--- config.mk ---
export PLATFORM = sky130hd
export DESIGN_NAME = median5_stream
export DESIGN_NICKNAME = d
export VERILOG_FILES = /design/src/rtl/median5_stream.sv
export SDC_FILE = /design/constraint.sdc
export NUM_CORES = 1
export LEC_CHECK = 0
export CAP_MARGIN = 5
export CELL_PAD_IN_SITES_DETAIL_PLACEMENT = 0
export CELL_PAD_IN_SITES_GLOBAL_PLACEMENT = 1
export CORE_MARGIN = 2
export CORE_UTILIZATION = 45
export CTS_CLUSTER_SIZE = 14
export DETAILED_ROUTE_END_ITERATION = 16
export PLACE_DENSITY_LB_ADDON = 0.12
export SLEW_MARGIN = 5
export SYNTH_ARGS = -nofsm -noshare
export SYNTH_HDL_FRONTEND = slang
export SYNTH_SLANG_ARGS = --single-unit
--- constraint.sdc ---
create_clock -name clk -period 14.1 [get_ports clk]
set_clock_uncertainty 0.05 [all_clocks]
set_input_delay 2.115 -clock clk [delete_from_list [all_inputs] [get_ports clk]]
set_output_delay 2.115 -clock clk [all_outputs]
set_load 0.02 [all_outputs]
--- src/rtl/median5_stream.sv ---
// Streaming 5-tap median filter with impulse-noise flagging.
// Each line of samples fills a 5-entry window; once full, every accepted
// sample produces the median of the newest five samples, the window centre
// (third-newest sample) and a flag marking the centre as an outlier.
module median5_stream #(
  parameter int DATA_WIDTH = 8
) (
  input  logic                  clk,
  input  logic                  rst,
  input  logic                  in_valid,
  output logic                  in_ready,
  input  logic [DATA_WIDTH-1:0] in_data,
  input  logic                  in_last,
  output logic                  out_valid,
  input  logic                  out_ready,
  output logic [DATA_WIDTH-1:0] out_median,
  output logic [DATA_WIDTH-1:0] out_center,
  output logic                  out_noise,
  output logic                  out_last,
  output logic                  err_short
);

  typedef enum logic [0:0] {FILL, RUN} state_t;

  state_t state, state_next;
  logic [2:0] cnt, cnt_next;

  // Window entry 0 is the newest sample, entry 4 the oldest.
  logic [4:0][DATA_WIDTH-1:0] win;
  logic [4:0][DATA_WIDTH-1:0] win_upd;
  logic [4:0][DATA_WIDTH-1:0] sorted;

  logic accept;
  logic load;
  logic short_end;
  logic noise;

  // Odd-even transposition network; five rounds fully sort five values.
  function automatic logic [4:0][DATA_WIDTH-1:0] sort5(
    input logic [4:0][DATA_WIDTH-1:0] v
  );
    logic [4:0][DATA_WIDTH-1:0] s;
    logic [DATA_WIDTH-1:0]      t;
    s = v;
    for (int r = 0; r < 5; r++) begin
      for (int i = r % 2; i < 4; i += 2) begin
        if (s[i] > s[i+1]) begin
          t      = s[i];
          s[i]   = s[i+1];
          s[i+1] = t;
        end
      end
    end
    return s;
  endfunction

  assign in_ready = !out_valid || out_ready;
  assign accept   = in_valid && in_ready;

  // Window as it will look after this accept: new sample plus four newest.
  assign win_upd = {win[3:0], in_data};

  // Sort the updated window and flag the centre when it is an extreme value.
  always_comb begin
    sorted = sort5(win_upd);
    noise  = ((win[1] == sorted[0]) || (win[1] == sorted[4])) &&
             (sorted[0] != sorted[4]);
  end

  // Line-fill state machine: decides when a result is produced.
  always_comb begin
    state_next = state;
    cnt_next   = cnt;
    load       = 1'b0;
    short_end  = 1'b0;
    if (accept) begin
      unique case (state)
        FILL: begin
          if (cnt == 3'd4) begin
            load = 1'b1;
            if (in_last) begin
              state_next = FILL;
              cnt_next   = 3'd0;
            end else begin
              state_next = RUN;
            end
          end else if (in_last) begin
            short_end = 1'b1;
            cnt_next  = 3'd0;
          end else begin
            cnt_next = cnt + 3'd1;
          end
        end
        RUN: begin
          load = 1'b1;
          if (in_last) begin
            state_next = FILL;
            cnt_next   = 3'd0;
          end
        end
        default: begin
          state_next = FILL;
          cnt_next   = 3'd0;
        end
      endcase
    end
  end

  // Control state, window shift and the registered output stage.
  always_ff @(posedge clk) begin
    if (rst) begin
      state      <= FILL;
      cnt        <= 3'd0;
      win        <= '0;
      out_valid  <= 1'b0;
      out_last   <= 1'b0;
      out_noise  <= 1'b0;
      out_median <= '0;
      out_center <= '0;
      err_short  <= 1'b0;
    end else begin
      state     <= state_next;
      cnt       <= cnt_next;
      err_short <= short_end;
      if (accept) begin
        win <= win_upd;
      end
      // Output stage: load on a producing accept, otherwise drain on ready.
      if (load) begin
        out_valid  <= 1'b1;
        out_median <= sorted[2];
        out_center <= win[1];
        out_noise  <= noise;
        out_last   <= in_last;
      end else if (out_ready) begin
        out_valid <= 1'b0;
      end
    end
  end

endmodule
==> flow_metrics.py <==
metrics = {
    "critical_path": {
        "rr_worst_depth": 48,
        "crit_slowest_cell": "clkdlybuf4s50_1",
        "worstReg2RegEnd": "out_noise$_SDFFE_PP0P_",
        "rrSetupSlack_ns": 2.04,
        "critPathArrivalTime_ns": 13.10,
        "cp_max_fo": 24,
        "timing.rr.start": "win[8]$_SDFFE_PP0P_",
        "slowest_delay_ns": 0.60,
        "path_class": "in2reg",
        "required_ns": 14.21,
        "end_kind": "flop",
        "crit_path_start_kind": "input pin",
        "worstSetupStartpoint": "in_data[1]",
    },
    "yosys": {
        "synth_top_area_cell": "dfxtp_1",
        "synthFlopType": "dfxtp_1",
        "ys_warn_count": 0,
        "syn_nets": 1046,
        "ys_seq_elements": 56,
        "avgSynthCellArea_sq_um": 6.99,
        "synthDistinctLibCells": 82,
        "synthCells": 955,
        "ys_seq_area_frac": 0.168,
        "syn_area_sq_um": 6670,
        "synthArstFlopShare": 0,
        "synth_edf_count": 0,
        "netlist.area_leader.share": 0.168,
        "synth_area_leaders": "dfxtp_1 17%, ha_1 15%, nand2_1 8.3%, a21oi_1 8.2%, o21ai_0 4.5%",
    },
    "final_layout": {
        "n_antenna_cell": 0,
        "fin_nets": 1045,
        "fin_area_sq_um": 7230,
        "nFillCells": 1480,
        "drive_gt1_frac": 0.0597,
        "areaGrowthSynthToFinish_pct": 8.38,
    },
    "power_and_ir_drop": {
        "combPwrFrac": 0.858,
        "seqPwrFrac": 0.080,
        "switchingPower_w": 0.00118,
        "vdd_drop_max_uv": 155,
        "clockPowerShare": 0.062,
        "p_leak_nw": 2.94,
        "switching_share": 0.569,
        "intPower_w": 0.000895,
        "power_density_nw_per_um2": 287,
    },
    "route": {
        "vias_per_cell": 6.07,
        "antenna_left": 0,
        "drc": 0,
        "vias": 6919,
        "drtIter0Drc": 640,
        "drtPass1Iterations": 5,
        "wire_per_inst_um": 19.7,
        "drt_wl_total_um": 22400,
    },
    "placed_design": {
        "dpl_cell_area_sq_um": 7090,
        "io_buffers": 33,
        "routabilityCongestion": 0.966,
        "hpwl_um": 17500,
        "pre_cts_ws_ns": 0.808,
    },
    "floorplanning": {
        "io_pins": 34,
        "start_util": 0.459,
        "rows": 44,
        "dieArea_sq_um": 15800,
        "die_w_um": 126,
        "die_y_um": 126,
        "core-area_sq_um": 14500,
    },
    "cts": {
        "cts_root_buf": "clkbuf_16",
        "cts_buffers": 5,
        "cts_sinks": 56,
        "ctsLongestPathBuffers": 2,
        "tritoncts": "yes",
        "clock_latency_ns": 0.30,
        "clk_pin_slew_worst_paths_ns": 0.08,
        "cts_hold_buf": 0,
        "cts.htree.levels": 2,
    },
    "timing": {
        "period_share": 0.921,
        "max-slew-margin-rel": 0.196,
        "timing_hold_violations_final": 0,
        "min_period_ns": 12.99,
        "setup-tns-final_ns": 0,
        "worst_slew_pin_slew_ns": 1.21,
        "fin_ws_ns": 1.11,
        "rsz0062_at_grt": "no",
        "timing.fmax_ghz": 0.0770,
        "timing.hold.ws_ns": 0.411,
        "setup_viol": 0,
        "slew_violations": 0,
    },
    "global_routing": {
        "grt_overflow": 0,
        "grt_use_total": 0.278,
        "grt_pass1_wl_um": 35500,
        "grt_max_degree": 58,
        "grt_pass1_vias": 6569,
        "antenna_found_initial": 0,
    },
    "hold_path": {
        "whs_endpoint": "out_center[6]$_SDFFE_PP0P_",
        "hold_path.class": "reg2reg",
        "min-delay-start": "out_center[6]$_SDFFE_PP0P_",
        "hold_depth": 2,
    },
    "run": {
        "cap_viol_max_count": 0,
    },
    "run_status": {
        "status": "completed",
    },
}
## through the flow
stage | power, W | cells | util
2_1_floorplan | 0.00153 | 955 | -
3_3_place_gp | 0.00188 | 1131 | 0.488
3_5_place_dp | 0.00191 | 1131 | 0.488
4_1_cts | 0.00204 | 1139 | 0.497
5_1_grt | 0.00230 | 1139 | 0.498
6_report | 0.00208 | 1139 | 0.498
## cells in the mapped netlist, types with 3 or more instances
cell        n
a221oi_1    3
xor2_1      7
and2_1      5
mux2i_1    22
a21o_1     17
o21ai_1    15
xnor2_1    23
and4_1      5
a2111o_1    4
o211ai_1    6
nor4_1      7
or3_1       6
ha_1       78
nand2b_1    7
a211oi_1   14
a211o_1     4
nor2b_1    11
dfxtp_1    56
o21ai_0    60
mux2_2      9
nand4_1    12
a22oi_1     5
nand3_1    25
a21oi_1   109
nor3_1     14
or2_2       3
buf_1       7
a31o_2      4
o21a_1     13
o21ai_2     3
nand2_1   148
inv_1      68
o22ai_1     4
buf_2       7
or4_1       3
a31oi_1     5
nor2_1     69
and3_1      4
o221ai_1    3
clkbuf_1   35
## cells in the final DEF (no fill, tap or decap), types with 4 or more instances in the layout
cell             count
nand2_1            148
a21oi_1            109
ha_1                78
nor2_1              69
inv_1               68
o21ai_0             60
dfxtp_1             56
clkdlybuf4s50_1     32
nand3_1             25
xnor2_1             23
mux2i_1             22
a21o_1              17
o21ai_1             15
a211oi_1            14
nor3_1              14
o21a_1              12
nand4_1             12
nor2b_1             11
buf_4               10
mux2_2               9
nand2b_1             7
xor2_1               7
nor4_1               7
or3_1                6
o211ai_1             6
a22oi_1              5
a31oi_1              5
and4_1               5
and2_1               5
clkbuf_16            5
and3_1               4
a2111o_1             4
o22ai_1              4
a211o_1              4
a31o_2               4
## layer usage
layer	up-vias	part of all wire	track usage
li1	3408	-	-
met1	3237	0.47	0.393
met2	241	0.44	0.438
met3	33	0.069	0.0472
met4	0	0.022	0.0718
met5	-	0	0
## cells by family (layout without fill, tap and decap cells)
| kind of cell | after synthesis | in the layout | share of synthesized area |
|---|---|---|---|
| simple gates | 333 | 333 | 0.231 |
| compound gates | 304 | 304 | 0.291 |
| buf+inv | 120 | 120 | 0.0711 |
| fa+ha+maj | 80 | 80 | 0.150 |
| flops | 56 | 56 | 0.168 |
| mux | 32 | 32 | 0.0504 |
| xor+xnor | 30 | 30 | 0.0394 |
## worst max path at each step
| stage | endpoint | slack (ns) |
|---|---|---|
| 2_1_floorplan | out_noise$_SDFFE_PP0P_ | 2.86 |
| 3_3_place_gp | out_noise$_SDFFE_PP0P_ | 1.15 |
| 3_5_place_dp | out_noise$_SDFFE_PP0P_ | 0.81 |
| 4_1_cts | out_noise$_SDFFE_PP0P_ | 1.10 |
| 5_1_grt | out_noise$_SDFFE_PP0P_ | 0.11 |
| 6_report | out_noise$_SDFFE_PP0P_ | 1.11 |
## critical path: cells and delay by family
family                   cells  cell delay [ns]
multiplexers                 2             0.95
buffers and inverters        2             0.74
XOR/XNOR                     1             0.18
AND/OR/NAND/NOR             15             3.28
adder cells (fa/ha/maj)      5             1.46
AO/OA/AOI/OAI               22             4.31
## sequential cells by signal, summed over array words and instances, names as in the netlist
name	cells
out_last	1
out_median	8
state	1
out_noise	1
err_short	1
out_valid	1
out_center	8
win	32
cnt	3
## area by class of cell
class                      count  area, sq um  area share
clock buffer                   6          129      0.0178
clock inverter                 2         13.8     0.00190
inverter                      69          259      0.0358
multi-input combinational    779         5080       0.702
sequential                    56         1120       0.155
tap                          184          230      0.0318
timing repair buffer          43          400      0.0554
## repair_timing
action / in CTS / in global routing
setup buffers: 0 / 0
endpoints found under the setup margin: 0 / 1
resized for setup: 0 / 1
## power by group through the flow
| stage | clock network (W) | logic, W | registers [W] |
|---|---|---|---|
| floorplan | 0 | 0.00137 | 0.000167 |
| global placement | 0 | 0.00171 | 0.000170 |
| detailed placement | 0 | 0.00174 | 0.000170 |
| CTS | 0.000130 | 0.00174 | 0.000166 |
| global route | 0.000138 | 0.00199 | 0.000167 |
| finish | 0.000129 | 0.00178 | 0.000166 |
Note: power is estimated with default switching activity, not from simulation.
